$ cat src/rtl/psm_pkg.sv
// psm_pkg -- shared constants for the pulse-skipping modulator.
//   STATE_W        : width of the scheduler state code
//   SKIPPED_CNT_W  : width of the optional skipped-period counter
//   ST_IDLE/ST_PASS/ST_SKIP : scheduler state encoding
package psm_pkg;

  localparam int STATE_W       = 2;
  localparam int SKIPPED_CNT_W = 16;

  localparam logic [STATE_W-1:0] ST_IDLE = 2'd0;
  localparam logic [STATE_W-1:0] ST_PASS = 2'd1;
  localparam logic [STATE_W-1:0] ST_SKIP = 2'd2;

endpackage

$ cat src/rtl/psm_period_cnt.sv
// psm_period_cnt -- period counter, boundary flag and duty compare.
// Ports:
//   clk, rst  : clock, asynchronous active-high reset
//   run       : scheduler is in PASS or SKIP; counter is held at 0 otherwise
//   duty      : active duty value (unsigned)
//   cnt       : current position within the period
//   boundary  : last cycle of the period (cnt at its maximum)
//   pwm_raw   : unmasked PWM level, cnt < duty
module psm_period_cnt #(
  parameter int RESOLUTION = 8
) (
  input  logic                  clk,
  input  logic                  rst,
  input  logic                  run,
  input  logic [RESOLUTION-1:0] duty,
  output logic [RESOLUTION-1:0] cnt,
  output logic                  boundary,
  output logic                  pwm_raw
);

  localparam logic [RESOLUTION-1:0] CNT_MAX = '1;

  always_ff @(posedge clk or posedge rst) begin
    if (rst)      cnt <= '0;
    else if (run) cnt <= cnt + RESOLUTION'(1);
    else          cnt <= '0;
  end

  assign boundary = run && (cnt == CNT_MAX);
  assign pwm_raw  = (cnt < duty);

endmodule

$ cat src/rtl/psm_scheduler.sv
// psm_scheduler -- pulse-skipping PWM scheduler: passes one PWM period, then
// skips skip_act periods, repeating while en is held.
// Optional build macro: PSM_SKIP_CNT_EN adds the skipped_cnt status output.
// Ports:
//   clk, rst      : clock, asynchronous active-high reset
//   en            : run request, honoured in IDLE and at period boundaries
//   cfg_valid/ready, cfg_duty, cfg_skip : configuration handshake
//   psm_out       : registered pulse-skipped PWM output
//   period_start  : registered pulse on the first cycle of each active period
//   skipped_cnt   : (PSM_SKIP_CNT_EN only) saturating count of skipped periods
//   state         : current scheduler state
module psm_scheduler import psm_pkg::*; #(
  parameter int RESOLUTION = 8,
  parameter int SKIP_WIDTH = 4,
  parameter int DUTY       = 128,
  parameter int SKIP       = 5
) (
  input  logic                     clk,
  input  logic                     rst,
  input  logic                     en,
  input  logic                     cfg_valid,
  output logic                     cfg_ready,
  input  logic [RESOLUTION-1:0]    cfg_duty,
  input  logic [SKIP_WIDTH-1:0]    cfg_skip,
  output logic                     psm_out,
  output logic                     period_start,
`ifdef PSM_SKIP_CNT_EN
  output logic [SKIPPED_CNT_W-1:0] skipped_cnt,
`endif
  output logic [STATE_W-1:0]       state
);

  localparam logic [RESOLUTION-1:0] DUTY_INIT = RESOLUTION'(DUTY);
  localparam logic [SKIP_WIDTH-1:0] SKIP_INIT = SKIP_WIDTH'(SKIP);

  logic [STATE_W-1:0]    state_q, state_d;
  logic [SKIP_WIDTH-1:0] skip_rem, skip_rem_d;
  logic [RESOLUTION-1:0] duty_act;
  logic [SKIP_WIDTH-1:0] skip_act, skip_eff;
  logic [RESOLUTION-1:0] cnt;
  logic                  boundary, pwm_raw, cfg_accept;
  logic                  psm_out_p1, period_start_p1;

  psm_period_cnt #(.RESOLUTION(RESOLUTION)) u_cnt (
    .clk      (clk),
    .rst      (rst),
    .run      (state_q != ST_IDLE),
    .duty     (duty_act),
    .cnt      (cnt),
    .boundary (boundary),
    .pwm_raw  (pwm_raw)
  );

  assign cfg_ready  = (state_q == ST_IDLE) || boundary;
  assign cfg_accept = cfg_valid && cfg_ready;
  // A skip count accepted on the boundary already steers this edge's decision.
  assign skip_eff   = cfg_accept ? cfg_skip : skip_act;

  always_ff @(posedge clk or posedge rst) begin
    if (rst) begin
      duty_act <= DUTY_INIT;
      skip_act <= SKIP_INIT;
    end else if (cfg_accept) begin
      duty_act <= cfg_duty;
      skip_act <= cfg_skip;
    end
  end

  always_comb begin
    state_d    = state_q;
    skip_rem_d = skip_rem;
    case (state_q)
      ST_IDLE: if (en) state_d = ST_PASS;
      ST_PASS: begin
        if (boundary) begin
          if (!en)                 state_d = ST_IDLE;
          else if (skip_eff == '0) state_d = ST_PASS;
          else begin
            state_d    = ST_SKIP;
            skip_rem_d = skip_eff;
          end
        end
      end
      ST_SKIP: begin
        if (boundary) begin
          if (!en)                                state_d = ST_IDLE;
          else if (skip_rem == SKIP_WIDTH'(1))    state_d = ST_PASS;
          else                                    skip_rem_d = skip_rem - SKIP_WIDTH'(1);
        end
      end
      default: state_d = ST_IDLE;
    endcase
  end

  always_ff @(posedge clk or posedge rst) begin
    if (rst) begin
      state_q  <= ST_IDLE;
      skip_rem <= '0;
    end else begin
      state_q  <= state_d;
      skip_rem <= skip_rem_d;
    end
  end

  // ---- stage p1: registered outputs, one clock after the producing cnt ----
  always_ff @(posedge clk or posedge rst) begin
    if (rst) begin
      psm_out_p1      <= 1'b0;
      period_start_p1 <= 1'b0;
    end else begin
      psm_out_p1      <= pwm_raw && (state_q == ST_PASS);
      period_start_p1 <= (cnt == '0) && (state_q != ST_IDLE);
    end
  end

  assign psm_out      = psm_out_p1;
  assign period_start = period_start_p1;
  assign state        = state_q;

`ifdef PSM_SKIP_CNT_EN
  function automatic logic [SKIPPED_CNT_W-1:0] sat_inc(input logic [SKIPPED_CNT_W-1:0] v);
    return (v == '1) ? v : v + SKIPPED_CNT_W'(1);
  endfunction

  always_ff @(posedge clk or posedge rst) begin
    if (rst)                                skipped_cnt <= '0;
    else if (state_q == ST_SKIP && boundary) skipped_cnt <= sat_inc(skipped_cnt);
  end
`endif

endmodule

$ cat config.mk
export PLATFORM = sky130hd
export DESIGN_NAME = psm_scheduler
export DESIGN_NICKNAME = d
export VERILOG_FILES = /design/src/rtl/psm_pkg.sv /design/src/rtl/psm_period_cnt.sv /design/src/rtl/psm_scheduler.sv
export SDC_FILE = /design/constraint.sdc
export NUM_CORES = 1
export LEC_CHECK = 0
export BUFFER_PORTS_ARGS = -buffer_cell sky130_fd_sc_hd__buf_2
export CAP_MARGIN = 10
export CORE_MARGIN = 2
export CORE_UTILIZATION = 57
export DETAILED_ROUTE_END_ITERATION = 7
export GPL_TIMING_DRIVEN = 0
export PLACE_DENSITY = 0.78
export SKIP_LAST_GASP = 1
export SLEW_MARGIN = 10
export SYNTH_ARGS = -nofsm -noshare
export SYNTH_HDL_FRONTEND = slang
export SYNTH_SLANG_ARGS = --single-unit
$ cat constraint.sdc
create_clock -name clk -period 2.4 [get_ports clk]
set_input_delay 0.12 -clock clk [delete_from_list [all_inputs] [get_ports clk]]
set_output_delay 0.12 -clock clk [all_outputs]
set_load 0.01 [all_outputs]
# Word level (Yosys, flattened, before mapping)
# Index checks and enable logic that the tools add are counted.
[word_totals]
ff_bits = 28
inputBits = 16
out_inout_bits = 5
elab_cells = 51
[op_classes]
n_addsub = 2
n_lt_le_gt_ge = 1
eq_ne = 12
mux = 17
reduce_logical = 12
[ops]
columns = ["cell", "count"]
rows = [
  ["4-bit two-way mux", 7],
  ["2-bit two-way mux", 7],
  ["2-bit != test (second input constant)", 7],
  ["8-bit by 1-bit adder with 8-bit output (second input constant)", 1],
  ["8-bit equality test (second input constant)", 1],
  ["8-bit logical NOT", 1],
  ["8-bit < comparator", 1],
  ["8-bit two-way mux", 1],
  ["4-bit one-hot mux with 2 select lines", 1],
  ["7-bit AND reduction", 1],
  ["2-bit one-hot mux with 3 select lines", 1],
  ["4-bit by 1-bit equality test with 1-bit output (second input constant)", 1],
  ["1-bit logical AND", 4],
  ["4-bit logical NOT", 1],
  ["4-bit AND reduction", 1],
  ["2-bit nonzero test", 2],
  ["4-bit by 1-bit subtractor with 4-bit output (second input constant)", 1],
  ["3-bit != test (second input constant)", 1],
  ["2-bit by 1-bit equality test with 1-bit output (second input constant)", 1],
  ["2-bit equality test (second input constant)", 1],
  ["2-bit logical NOT", 1],
  ["1-bit logical OR", 1],
]

# Logic depth before layout (Yosys ltp)
[depth]
ltp_word = 10
ltp_mapped = 7
depth_no_buf = 6

# Cells and area by module
# Synthesis repeated with hierarchy kept, for this count alone.
[hier_totals]
hier_cells = 148
hier_area_um2 = 1582.8
[by_module_without_submodules]
columns = ["module", "n_inst", "cells_per_inst", "area_each_um2", "seq_area_each_um2"]
rows = [
  ["psm_scheduler", 1, 87, 1034.7, 504.2],
  ["psm_period_cnt", 1, 61, 548.0, 200.2],
]

# Least setup slack after synthesis
# No wires, ideal clock.
[synth_path]
path_type = "flip-flop to flip-flop"
start = "register u_cnt.cnt[0]"
end = "register skip_rem[1]"
setup_ps = 135
arrival_ps = 1627
t_required_ps = 2265
setup_slack_ps = 638
stages_incl_launch_ff = 8
n_path_buf = 1
synth_period_minus_slack_ps = 1762
cell_sequence = "dfrtp_1 ha_1 and3_4 buf_6 a31oi_4 mux2_4 o21ai_1 o21ai_1"
[synth_via]
elab_chain_len = 9
elab_cells_between_ends = 14
cone_classes = "4 x eq/ne; 5 x mux; 5 x reduce/logical"
[synth_lines]
columns = ["item", "line_no", "rtl"]
rows = [
  ["start: declaration", "psm_period_cnt.sv:16", "output logic [RESOLUTION-1:0] cnt,"],
  ["start signal: assignment", "psm_period_cnt.sv:25", "else if (run) cnt <= cnt + RESOLUTION'(1);"],
  ["8-bit equality test (*)", "psm_period_cnt.sv:29", "assign boundary = run && (cnt == CNT_MAX);"],
  ["1-bit logical AND (*)", "psm_period_cnt.sv:29", ""],
  ["1-bit logical OR (*)", "psm_scheduler.sv:54", "assign cfg_ready = (state_q == ST_IDLE) || boundary;"],
  ["1-bit logical AND (*)", "psm_scheduler.sv:55", "assign cfg_accept = cfg_valid && cfg_ready;"],
  ["4-bit two-way mux (*)", "--", ""],
  ["named net skip_eff[1]", "psm_scheduler.sv:39", "logic [SKIP_WIDTH-1:0] skip_act, skip_eff;"],
  ["4-bit two-way mux", "psm_scheduler.sv:77", "else if (skip_eff == '0) state_d = ST_PASS;"],
  ["4-bit two-way mux", "psm_scheduler.sv:76", "if (!en) state_d = ST_IDLE;"],
  ["4-bit two-way mux", "psm_scheduler.sv:75", "if (boundary) begin"],
  ["4-bit one-hot mux with 2 select lines", "psm_scheduler.sv:72", "case (state_q)"],
  ["end signal: assignment", "psm_scheduler.sv:101", "skip_rem <= skip_rem_d;"],
  ["end: declaration", "psm_scheduler.sv:37", "logic [SKIP_WIDTH-1:0] skip_rem, skip_rem_d;"],
]
# Mark *: on every way through the listed nets, which the timed path passes. The rest lies on a longest branch. The select of a mux whose other input is x is not followed.
# A chain may end at the register's enable or synchronous reset.

# Final worst setup path
# Same ends and word-level chain as after synthesis.

==> summary.txt <==
Timing
  – Clock skew: approximately 0.017 ns
  – Slew headroom: 0.3146
  – Max Transition Viols Final: 0
  – Post-route minimum period: 1.918 ns
  – Worst-margin pin slew: 1.027 ns
  – Setup tns final: 0 ns
  – Setup Viol. Count Final: 0
  – RSZ-0062 raised after global routing: no
  – Final Hold Vio Count: 0
  – Fmax achieved: about 520 MHz
  – Final Cycle Share: 0.7992

Critical path
  – Reg-to-reg critical path startpoint: u_cnt.cnt[0]$_DFF_PP0_
  – R2R Path End: skip_rem[1]$_DFFE_PP0P_
  – CP required: 2.60 ns
  – Worst r2r path cells: 7
  – WS Path Type: register to register
  – Crit path max fanout: 6
  – CP endpoint kind: register
  – Critical path arrival: approximately 2.1 ns
  – Startpoint Class: register
  – R2r setup slk: about 0.48 ns

Synth
  – Top-area cell type share of the netlist area: 0.3843
  – Synth Flop Type: dfrtp_1
  – Leading area contributor after synthesis: dfrtp_1
  – #FFs+latches synth: 28
  – Synth Instances: 151
  – Commonest cells post-synth: dfrtp_1 (25), nor2_1 (15), inv_1 (14), ha_1 (11), mux2_2 (10)
  – Yosys warns: 0
  – Async set-reset flop share out of synthesis: 1.000
  – Syn Area/Cell: 10.78 um^2
  – Post-synth EDFFs: 0
  – Netlist Area Pre-Place: about 1600 um^2
  – Sequential area share after synthesis: 0.4327
  – Most common cell in the netlist: dfrtp_1
  – Main area contributors after synthesis: dfrtp_1 (38%), ha_1 (8.5%), mux2_2 (6.9%), dfstp_2 (4.8%), nor2_1 (3.5%)
  – Syn_nets: 178
  – Cell variety after synth: 42

Finish
  – N_diodes: 0
  – Layout Nets: 205
  – Fillcell total: 232
  – Area grow syn2layout: 11.38%
  – Share of cells above drive strength 1: 0.2712

Power and ir drop
  – Flop pwr share: 0.497
  – Peak VDD IR: 0.0005882 V
  – Net Sw Frac: 0.3428
  – Leak Pwr: 0.8777 nW
  – Power per Cell Area: 865.5 nW/um^2
  – Clk pwr share: 0.125
  – P_sw: around 540 uW
  – Power share of the combinational group: 0.378
  – Int Power: 1.031 mW
  – Power Total: 1.569 mW

CTS
  – Clock Path Buffers: 2
  – Resize count post-CTS: 0
  – Clock Pin Slew Worst Setup and Hold Paths: 0.15 ns
  – Root Driver: clkbuf_4
  – TritonCTS Sinks: 28
  – Total CTS buffers: 3
  – CTS tree: built
  – Worst-Skew Late Latency: 0.33 ns
  – H-Tree Depth: 1

Place
  – DP Wirelength: approximately 2300 um
  – Port Buffers: 20
  – GPL Wtd Cong: 0.7876

Drt
  – Vias: 1167
  – 1st-iter DRT viols: 30
  – DR DRC count: 0
  – Via density: 5.611
  – Post-route ant nets: 0
  – Wire per inst: 14.68 um
  – Routed WL: 3053 um
  – DRT Pass-1 Iters: 2

Global route
  – Vias in the first global route: 1251
  – First-pass GRT wire length: 5451 um
  – Total GRT Usage: 0.2129
  – Initial antenna violation count: 0
  – Largest net degree at the start of global routing: 29
  – Overflow after GRT: 0

Floorplan
  – Num rows: 19
  – Die Span X: 57.44 um
  – I/O pins: 21
  – Initial core utilization: 0.5954
  – Die ar.: 3299 um^2
  – Core Region: 2734 um^2
  – Die height: 57.44 um

Min path
  – Hold crit path type: primary input to async pin

Flow run
  – MaxCap Viol Count: 0

Status
  – Status: completed
## worst max-delay path, stage by stage (launching register included)
cell and delay (ns):
dfrtp_1 0.44, ha_1 0.24, and3_4 0.16, buf_6 0.13
a31oi_4 0.28, mux2_4 0.34, o21ai_1 0.14, o21ai_1 0.07
## cell usage in the layout (no fill, tap or decap), types with 4 or more instances in the layout
cell type / instances
dfrtp_1: 25
buf_2: 20
nor2_1: 15
inv_1: 14
ha_1: 11
mux2_2: 10
o21ai_0: 7
nand2_1: 5
buf_6: 4
nand3_1: 4
xnor2_1: 4
## registers in the layout (all words and copies together), names as in the netlist
register and cells:
duty_act 8, u_cnt.cnt 8, skip_act 4, skip_rem 4, state 2, period_start 1
psm_out 1
## per-stage QoR
step / utilization / setup slack [ns] / hold WS (ns) / std cells / instance area [um^2]
finish: 0.6632 / 0.4819 / 0.009601 / 208 / 1813
global placement: 0.6462 / 0.5247 / 0.3516 / 202 / 1767
CTS: 0.6595 / 0.4823 / 0.0009616 / 207 / 1803
global route: 0.6632 / 0.3870 / 0.007899 / 208 / 1813
detailed placement: 0.6462 / 0.5059 / 0.3595 / 202 / 1767
floorplan: - / 0.6383 / 0.1832 / 151 / 1628
## how the worst max path moves through the flow
stage                                      start                      end  depth (start not counted)
after floorplan           u_cnt.cnt[0]$_DFF_PP0_  skip_rem[1]$_DFFE_PP0P_                          7
after global placement    u_cnt.cnt[0]$_DFF_PP0_     state[0]$_DFFE_PP0P_                          7
after detailed placement  u_cnt.cnt[0]$_DFF_PP0_  skip_rem[1]$_DFFE_PP0P_                          7
after CTS                 u_cnt.cnt[0]$_DFF_PP0_  skip_rem[1]$_DFFE_PP0P_                          7
after global routing      u_cnt.cnt[0]$_DFF_PP0_     state[0]$_DFFE_PP0P_                          7
final                     u_cnt.cnt[0]$_DFF_PP0_  skip_rem[1]$_DFFE_PP0P_                          7
## power by group through the flow
stage	Combinational, mW	Clock [mW]	Sequential [mW]
finish	0.593	0.196	0.780
global route	0.691	0.216	0.804
CTS	0.603	0.209	0.781
detailed placement	0.597	0	0.792
global placement	0.556	0	0.778
floorplan	0.457	0	0.761
## timing repair
action | 4_1_cts | 5_1_grt
hold endpoints to repair | 1 | 1
setup buffers | 0 | 0
hold buffers | 1 | 1
setup endpoints to repair | 0 | 0
## layer usage
metal	wire [um]	track usage	vias up
met2	1617	0.3799	12
li1	-	-	581
met1	1341	0.2562	570
met5	0	0	-
met3	58	0.02268	4
met4	35	0.09635	0
## cell type report
cell class              instances  area, um^2  share of cell area
plain buffers                   5       48.80             0.02692
flip-flops and latches         28       704.4              0.3885
well taps                      31       38.79             0.02139
multi-input cells             104       822.0              0.4534
repair buffers                 22       120.1             0.06625
inverters                      14       52.55             0.02899
clock buffers                   4       26.28             0.01449
## cells by family (layout without fill, tap and decap cells)
logic type | count (synthesis) | in the layout | share of synthesized area
and+or+nand+nor | 46 | 46 | 0.1560
adders and majority gates | 11 | 11 | 0.08455
AOI/OAI and AO/OA | 27 | 27 | 0.1353
muxes | 14 | 14 | 0.09685
buffers and inverters | 19 | 45 | 0.06226
xor gates and xnor gates | 6 | 6 | 0.03228
DFF | 28 | 28 | 0.4327
No activity file was read; power rests on OpenSTA's default activity.
